**src/rtl/mul32_shift_add_pkg.sv**
```systemverilog
// Shared definitions for the shift-and-add multiplier and its cla32 adder.
// MUL_ITER is also meant for the divider block that will reuse this FSM shape.
package mul32_shift_add_pkg;

    typedef enum logic [1:0] {
        ST_IDLE = 2'd0,
        ST_RUN  = 2'd1,
        ST_DONE = 2'd2
    } mul_state_t;

    localparam int MUL_ITER = 32;
    localparam int CLA_W    = 32;
    localparam int CLA_GRP  = 4;

    // Internal carries c1..c3 of a 4-bit lookahead group; the group carry-out
    // comes from the second-level lookahead instead.
    function automatic logic [2:0] cla4_carries(input logic [3:0] g,
                                                input logic [3:0] p,
                                                input logic       ci);
        logic [2:0] c;
        c[0] = g[0] | (p[0] & ci);
        c[1] = g[1] | (p[1] & g[0]) | (p[1] & p[0] & ci);
        c[2] = g[2] | (p[2] & g[1]) | (p[2] & p[1] & g[0])
             | (p[2] & p[1] & p[0] & ci);
        return c;
    endfunction

    function automatic logic cla4_group_g(input logic [3:0] g,
                                          input logic [3:0] p);
        return g[3] | (p[3] & g[2]) | (p[3] & p[2] & g[1])
             | (p[3] & p[2] & p[1] & g[0]);
    endfunction

endpackage

```
**src/rtl/cla32.sv**
```systemverilog
// 32-bit carry-lookahead adder: 4-bit lookahead groups joined by a group-level
// generate/propagate chain.
module cla32
    import mul32_shift_add_pkg::*;
(
    input  logic [CLA_W-1:0] a,
    input  logic [CLA_W-1:0] b,
    input  logic             ci,
    output logic [CLA_W-1:0] s,
    output logic             co
);

    localparam int NGRP = CLA_W / CLA_GRP;

    logic [CLA_W-1:0] g;
    logic [CLA_W-1:0] p;
    logic [NGRP-1:0]  grp_g;
    logic [NGRP-1:0]  grp_p;
    logic [NGRP:0]    grp_c;
    logic [CLA_W:0]   c;

    assign g = a & b;
    assign p = a ^ b;

    always_comb begin
        for (int i = 0; i < NGRP; i++) begin
            grp_g[i] = cla4_group_g(g[i*CLA_GRP +: CLA_GRP], p[i*CLA_GRP +: CLA_GRP]);
            grp_p[i] = &p[i*CLA_GRP +: CLA_GRP];
        end
    end

    always_comb begin
        grp_c[0] = ci;
        for (int i = 0; i < NGRP; i++) begin
            grp_c[i+1] = grp_g[i] | (grp_p[i] & grp_c[i]);
        end
    end

    // Bit carries: group boundary carries come from the group chain,
    // the three inner carries from the local lookahead.
    always_comb begin
        c = '0;
        for (int i = 0; i < NGRP; i++) begin
            c[i*CLA_GRP]          = grp_c[i];
            c[i*CLA_GRP + 1 +: 3] = cla4_carries(g[i*CLA_GRP +: CLA_GRP],
                                                 p[i*CLA_GRP +: CLA_GRP],
                                                 grp_c[i]);
        end
        c[CLA_W] = grp_c[NGRP];
    end

    assign s  = p ^ c[CLA_W-1:0];
    assign co = c[CLA_W];

endmodule

```
**src/rtl/mul32_shift_add.sv**
```systemverilog
// Sequential unsigned 32x32->64 radix-2 shift-and-add multiplier using one
// cla32 adder; one operation in flight, start/busy/done handshake.
module mul32_shift_add
    import mul32_shift_add_pkg::*;
#(
    parameter int WIDTH = 32,
    parameter int CNT_W = 6
) (
    input  logic               clk,
    input  logic               reset_n,
    input  logic               start,
    input  logic [WIDTH-1:0]   a,
    input  logic [WIDTH-1:0]   b,
    output logic               busy,
    output logic               done,
    output logic [2*WIDTH-1:0] product
);

    mul_state_t         state;
    logic [CNT_W-1:0]   cnt;
    logic [WIDTH-1:0]   m;
    logic [2*WIDTH-1:0] p;

    logic [WIDTH-1:0]   add_a;
    logic [WIDTH-1:0]   add_b;
    logic [WIDTH-1:0]   add_s;
    logic               add_co;

    assign add_a = p[2*WIDTH-1:WIDTH];
    assign add_b = p[0] ? m : '0;

    cla32 U0_cla32 (
        .a  (add_a),
        .b  (add_b),
        .ci (1'b0),
        .s  (add_s),
        .co (add_co)
    );

    always_ff @(posedge clk or negedge reset_n) begin
        if (!reset_n) begin
            state <= ST_IDLE;
            busy  <= 1'b0;
            done  <= 1'b0;
            cnt   <= '0;
            m     <= '0;
            p     <= '0;
        end else begin
            case (state)
                ST_IDLE: begin
                    done <= 1'b0;
                    if (start) begin
                        m     <= a;
                        p     <= {{WIDTH{1'b0}}, b};
                        cnt   <= '0;
                        busy  <= 1'b1;
                        state <= ST_RUN;
                    end
                end
                ST_RUN: begin
                    // 65-bit {co,sum,low} shifted right by one; the carry lands in the MSB
                    p   <= {add_co, add_s, p[WIDTH-1:1]};
                    cnt <= cnt + 1'b1;
                    if (cnt == CNT_W'(MUL_ITER - 1)) begin
                        done  <= 1'b1;
                        state <= ST_DONE;
                    end
                end
                ST_DONE: begin
                    done  <= 1'b0;
                    busy  <= 1'b0;
                    state <= ST_IDLE;
                end
                default: begin
                    done  <= 1'b0;
                    busy  <= 1'b0;
                    state <= ST_IDLE;
                end
            endcase
        end
    end

    assign product = p;

endmodule

```
**config.mk**
```make
export PLATFORM = sky130hd
export DESIGN_NAME = mul32_shift_add
export DESIGN_NICKNAME = d
export VERILOG_FILES = /design/src/rtl/mul32_shift_add_pkg.sv /design/src/rtl/cla32.sv /design/src/rtl/mul32_shift_add.sv
export SDC_FILE = /design/constraint.sdc
export NUM_CORES = 1
export LEC_CHECK = 0
export BUFFER_PORTS_ARGS = -buffer_cell sky130_fd_sc_hd__buf_2
export CAP_MARGIN = 20
export CELL_PAD_IN_SITES_DETAIL_PLACEMENT = 0
export CELL_PAD_IN_SITES_GLOBAL_PLACEMENT = 1
export CORE_MARGIN = 1.5
export CORE_UTILIZATION = 30
export DETAILED_ROUTE_END_ITERATION = 8
export PLACE_DENSITY = 0.62
export SLEW_MARGIN = 20
export SYNTH_ARGS = -nofsm -noshare
export SYNTH_HDL_FRONTEND = slang
export SYNTH_SLANG_ARGS = --single-unit
```
**constraint.sdc**
```tcl
create_clock -name clk -period 8.6 [get_ports clk]
set_input_delay 0.86 -clock clk [delete_from_list [all_inputs] [get_ports clk]]
set_output_delay 0.86 -clock clk [all_outputs]
set_load 0.01 [all_outputs]
```
# Word-level counts from Yosys, hierarchy flattened
# Index checks and enable logic that the tools add are counted.
# word_totals
in_bits	67
reg_bits	106
elab_cells	230
out_inout_bits	66
# op_classes
n_reduce_logical	13
bitwise	194
eq_ne	4
muxes	12
n_addsub	1
# ops
cell	count
64-bit one-hot mux with 2 select lines	1
1-bit bitwise AND	114
1-bit OR	76
64-bit two-way mux	1
32-bit XOR	2
32-bit bitwise AND	1
32-bit two-way mux	1
4-bit AND reduction	7
6-bit one-hot mux with 2 select lines	1
2-bit AND reduction	4
6-bit by 1-bit adder with 6-bit output, second input constant	1
6-bit by 5-bit equality test with 1-bit output, second input constant	1
6-bit two-way mux	1
2-bit two-way mux	2
2-bit inequality test, second input constant	2
2-bit one-hot mux with 2 select lines	1
1-bit two-way mux	3
2-bit by 1-bit equality test with 1-bit output, second input constant	1
2-bit logical NOT	1
1-bit one-hot mux with 2 select lines	1
2-bit nonzero test	1
1-bit inverter	1

# Logic depth before layout (Yosys ltp)
# logic_depth
depth_word	22
depth_mapped	14
mapped_depth_nobuf	13

# Cells and area by module
# Synthesis repeated with hierarchy kept, for this count alone.
# hier_totals
cells_unflattened	584
hier_area_um2	5940.7
# by_module_without_submodules
module	n_inst	cells_per_inst	seq_area_each_um2	area_per_inst_um2
mul32_shift_add	1	430	2652.5	4660.7
cla32	1	154	0.0	1280.0

# Worst setup path after synthesis
# No wires, ideal clock.
# synth_path
path_kind	flip-flop to flip-flop
start	reg p[0] (netlist: product[0])
end	reg p[59] (netlist: product[59])
period_less_slack_ns	2.963
t_arrival_ns	2.842
path_stages_with_launch	14
slack_ns	5.637
cell_sequence	dfrtp_1 > clkbuf_1 > and2_1 > ha_1 > a21oi_2 > o21ai_2 > a221oi_4 > o21ai_2 > a31oi_4 > o21ai_1 > nand2_1 > nand2_1 > fa_1 > a22o_1
# synth_between
elab_chain_len	20
word_cells_on_any_way	79
classes_between	2 x mux; 71 x bitwise; 6 x reduce/logical
# synth_lines
item	line_no	rtl
start, declared	mul32_shift_add.sv:22	logic [2*WIDTH-1:0] p;
start signal, assigned	mul32_shift_add.sv:54	p <= {{WIDTH{1'b0}}, b};
start signal, assigned	mul32_shift_add.sv:62	p <= {add_co, add_s, p[WIDTH-1:1]};
32-bit two-way mux (*)	mul32_shift_add.sv:30	assign add_b = p[0] ? m : '0;
32-bit XOR / 32-bit bitwise AND (equally long branches)	cla32.sv:23, cla32.sv:22	
1-bit bitwise AND, on equally long branches	mul32_shift_add_pkg.sv:30, mul32_shift_add_pkg.sv:31	
1-bit OR, or another cell as far along	mul32_shift_add_pkg.sv:30	return g[3] | (p[3] & g[2]) | (p[3] & p[2] & g[1])
1-bit OR / 1-bit bitwise AND (equally long branches)	mul32_shift_add_pkg.sv:30, mul32_shift_add_pkg.sv:31	
1-bit OR	mul32_shift_add_pkg.sv:31	| (p[3] & p[2] & p[1] & g[0]);
1-bit bitwise AND	cla32.sv:35	grp_c[i+1] = grp_g[i] | (grp_p[i] & grp_c[i]);
1-bit OR	cla32.sv:35	
[4 not listed]	n/a	
1-bit bitwise AND	cla32.sv:35	
1-bit OR	cla32.sv:35	
1-bit bitwise AND	cla32.sv:35	
1-bit OR	cla32.sv:35	
1-bit bitwise AND	cla32.sv:35	
1-bit OR	cla32.sv:35	
32-bit XOR (*)	cla32.sv:52	assign s = p ^ c[CLA_W-1:0];
64-bit one-hot mux with 2 select lines (*)	mul32_shift_add.sv:49	case (state)
# Mark *: on every way between the ends. The rest lies on a longest branch, timed or not.
# A chain may end at the register's enable or synchronous reset.

# Worst setup path in the final report
# layout_path
start	reg p[0] (netlist: product[0])
end	reg p[60] (netlist: product[60])
# layout_between
elab_chain_len	22
word_cells_on_any_way	81
classes_between	2 x mux; 73 x bitwise; 6 x reduce/logical
# layout_lines
item	line_no	rtl
32-bit two-way mux (*)	mul32_shift_add.sv:30	
32-bit XOR / 32-bit bitwise AND (equally long branches)	cla32.sv:23, cla32.sv:22	
1-bit bitwise AND, on equally long branches	mul32_shift_add_pkg.sv:30, mul32_shift_add_pkg.sv:31	
1-bit OR, or another cell as far along	mul32_shift_add_pkg.sv:30	
1-bit OR / 1-bit bitwise AND (equally long branches)	mul32_shift_add_pkg.sv:30, mul32_shift_add_pkg.sv:31	
1-bit OR	mul32_shift_add_pkg.sv:31	
1-bit bitwise AND	cla32.sv:35	
1-bit OR	cla32.sv:35	
[6 not listed]	n/a	
1-bit bitwise AND	cla32.sv:35	
1-bit OR	cla32.sv:35	
1-bit bitwise AND	cla32.sv:35	
1-bit OR	cla32.sv:35	
1-bit bitwise AND	mul32_shift_add_pkg.sv:21	c[0] = g[0] | (p[0] & ci);
1-bit OR	mul32_shift_add_pkg.sv:21	
32-bit XOR (*)	cla32.sv:52	
64-bit one-hot mux with 2 select lines (*)	mul32_shift_add.sv:49	
# Marks and branches as above.

==> impl_metrics.py <==
metrics = {
    "clock_tree": {
        "cts_sinks": 106,
        "htreeDepth": 3,
        "cts_buffers": 9,
        "cts_resized": 0,
        "ctsHoldBuffers": 0,
        "cts_root_buf": "clkbuf_16",
        "clk_latency_ns": 0.35,
        "post_cts_buffers": 0,
        "cts_buffer_depth": 2,
        "path_clk_slew_ns": 0.07,
        "cts_tree": "built",
    },
    "logic_synthesis": {
        "synth_flop_cell": "dfrtp_1",
        "synthTopCellsByArea": "dfrtp_1 44%, nand2_1 8.4%, ha_1 6.9%",
        "synth_enable_flop_cells": 0,
        "syn_area_sq_um": 6012,
        "synthesis.nets": 761,
        "ys_types": 56,
        "synthArstFlopShare": 1.000,
        "ys_seq_area_frac": 0.4412,
        "yosysTopAreaCellShare": 0.4412,
        "synth_common_cells": "135 x nand2_1, 106 x dfrtp_1, 59 x o21ai_0, 42 x a21oi_1, 35 x clkbuf_1",
        "yosysWarnings": 0,
        "synth-seq-cells": 106,
        "yosysMostFrequentCell": "nand2_1",
        "syn-mean-instance-area_sq_um": 9.207,
        "yosys.area.top_type": "dfrtp_1",
        "synth_cells": 653,
    },
    "die": {
        "initial_core_util": 0.3069,
        "core-area_sq_um": 19590,
        "die_h_microns": 144.6,
        "io_pins": 133,
        "die_area_sq_um": 20900,
        "rows": 51,
        "die_w_microns": 144.6,
    },
    "status": {
        "outcome": "complete, no violations",
    },
    "final_layout": {
        "final_util": 0.3697,
        "fin_area_sq_um": 7242,
        "finalNetCount": 874,
        "insertedDiodeCount": 0,
        "drive_gt1_frac": 0.2270,
        "area_delta_synth_final_pct": 20.46,
    },
    "route": {
        "wl_per_cell_microns": 16.07,
        "antenna_left": 0,
        "drc_errors": 0,
        "drt_iter0_markers": 280,
        "viasPerCell": 4.878,
        "vias": 5054,
        "routed_wl_microns": 16650,
        "dr.pass1.iters": 6,
    },
    "timing": {
        "finalCriticalPeriod_ns": 3.592,
        "max_slew_margin": 0.2833,
        "finalClockSkew_ns": 0.009897,
        "layout_worst_path_cycle_share": 0.4177,
        "worst_slew_pin_slew_ns": 1.075,
        "grt_setup_unrepaired": "no",
        "setup_tns_ns": 0,
        "max_freq_ghz": 0.2784,
        "setup_viol": 0,
        "hold_viol": 0,
        "drv_slew": 0,
    },
    "placement": {
        "dp_hpwl_microns": 11350,
        "gp_congestion": 0.8086,
        "portBuffers": 132,
        "placed_cell_area_sq_um": 6912,
    },
    "job": {
        "drv_cap": 0,
    },
    "grt": {
        "grt_usage": 0.1641,
        "antenna_found_initial": 0,
        "grt_max_degree": 75,
        "grt_pass1_vias": 5171,
        "grt_pass1_wl_microns": 26740,
        "overflow": 0,
    },
    "power": {
        "power.density_nw_per_um2": 300.2,
        "ir_drop_v": 0.0001107,
        "p_leak_nw": 3.573,
    },
    "worst_setup_path": {
        "startpoint_type": "register",
        "path_max_fanout": 35,
        "crit_required_ns": 8.81,
        "worst-setup-path-type": "register to register",
        "end_kind": "register",
        "slowest_delay_ns": 1.00,
        "worstPathCellList": "and2_1 -> ha_1 -> a21oi_2 -> o21ai_2 -> a221oi_4 -> o21ai_2 -> a31oi_4 -> o21ai_1 -> nand2_1 -> nand2_1 -> fa_1 -> xnor2_1 -> o21ai_0",
        "cpMaxStageDelayCell": "dfrtp_1",
        "cp_data_arrival_time_ns": 3.80,
    },
    "min_path": {
        "hold_path_class": "primary input to async pin",
    },
}
[worst paths after layout]
path,start,to,slack [ns],depth (start not counted)
setup / recovery,product[0],product[60],5.01,13
hold / removal,reset_n,product[5],0.45,1
setup reg to reg,product[0],product[60],5.01,13
hold reg to reg,m[23],m[23],0.47,2
max in group asynchronous,reset_n,product[43],7.06,3
min in group clk,m[23],m[23],0.47,2
[power by group]
part	internal, mW	total (mW)	switching (mW)
logic	0.417	0.896	0.478
registers	0.676	0.853	0.178
clock network	0.228	0.425	0.197
[kinds of logic after synthesis]
group | after synthesis | synth area share
adder cells (fa/ha/maj) | 41 | 0.09532
XOR/XNOR | 19 | 0.02768
buffers and inverters | 51 | 0.03538
AND/OR/NAND/NOR | 251 | 0.2010
multiplexers | 2 | 0.003330
AO/OA/AOI/OAI | 183 | 0.1960
flip-flops | 106 | 0.4412
[flip-flops by register name (all words and copies together) (netlist names)]
register  flops
product      64
m            32
cnt           6
state         2
busy          1
done          1
[area by class of cell]
type,count,area [sq um]
clock inverter,7,77.57
tap,265,331.6
timing repair buffer,140,743.2
sequential,106,2653
inverter,13,48.80
multi-input combinational,496,3163
fill,2076,12350
clock buffer,9,225.2
[worst max-delay path: cells and delay by family, from the launching register on]
family | cells | cell delay [ns]
AND/OR/NAND/NOR | 3 | 0.40
adder cells (fa/ha/maj) | 2 | 0.67
AO/OA/AOI/OAI | 7 | 1.22
flip-flops | 1 | 1.00
XOR/XNOR | 1 | 0.14
[layer usage]
| layer | global-route usage | routed length [microns] | vias up |
|---|---|---|---|
| li1 | - | - | 2491 |
| met1 | 0.2140 | 7899 | 2436 |
| met2 | 0.2815 | 7893 | 111 |
| met3 | 0.02219 | 637 | 16 |
| met4 | 0.05104 | 215 | 0 |
| met5 | 0 | 0 | - |
[layout by cell type (no fill, tap or decap), drive strengths merged, types with 3 or more instances in the layout]
cell type  synthesis  routed
buf                2     140
nand2            135     135
dfrtp            106     106
o21ai             67      67
a21oi             44      44
nor2b             34      34
and2              33      33
ha                33      33
a22oi             31      31
inv               13      14
nor2              12      12
xnor2             12      12
nand3             11      11
a21o              10      10
clkbuf            36       9
a22o               8       8
fa                 8       8
xor2               7       7
nor3               6       6
a31oi              5       5
and3               4       4
clkinv             0       4
nand4              3       3
or3                3       3
[per-stage QoR]
step	power [mW]	setup slack [ns]	hold slack (ns)	cells
floorplan	1.441	5.637	0.4374	653
global placement	1.747	5.008	0.4528	1019
detailed placement	1.766	4.956	0.4565	1019
CTS	2.206	4.937	0.4494	1035
global route	2.367	4.696	0.4655	1036
finish	2.174	5.008	0.4505	1036
(Power assumes the default switching activity.)
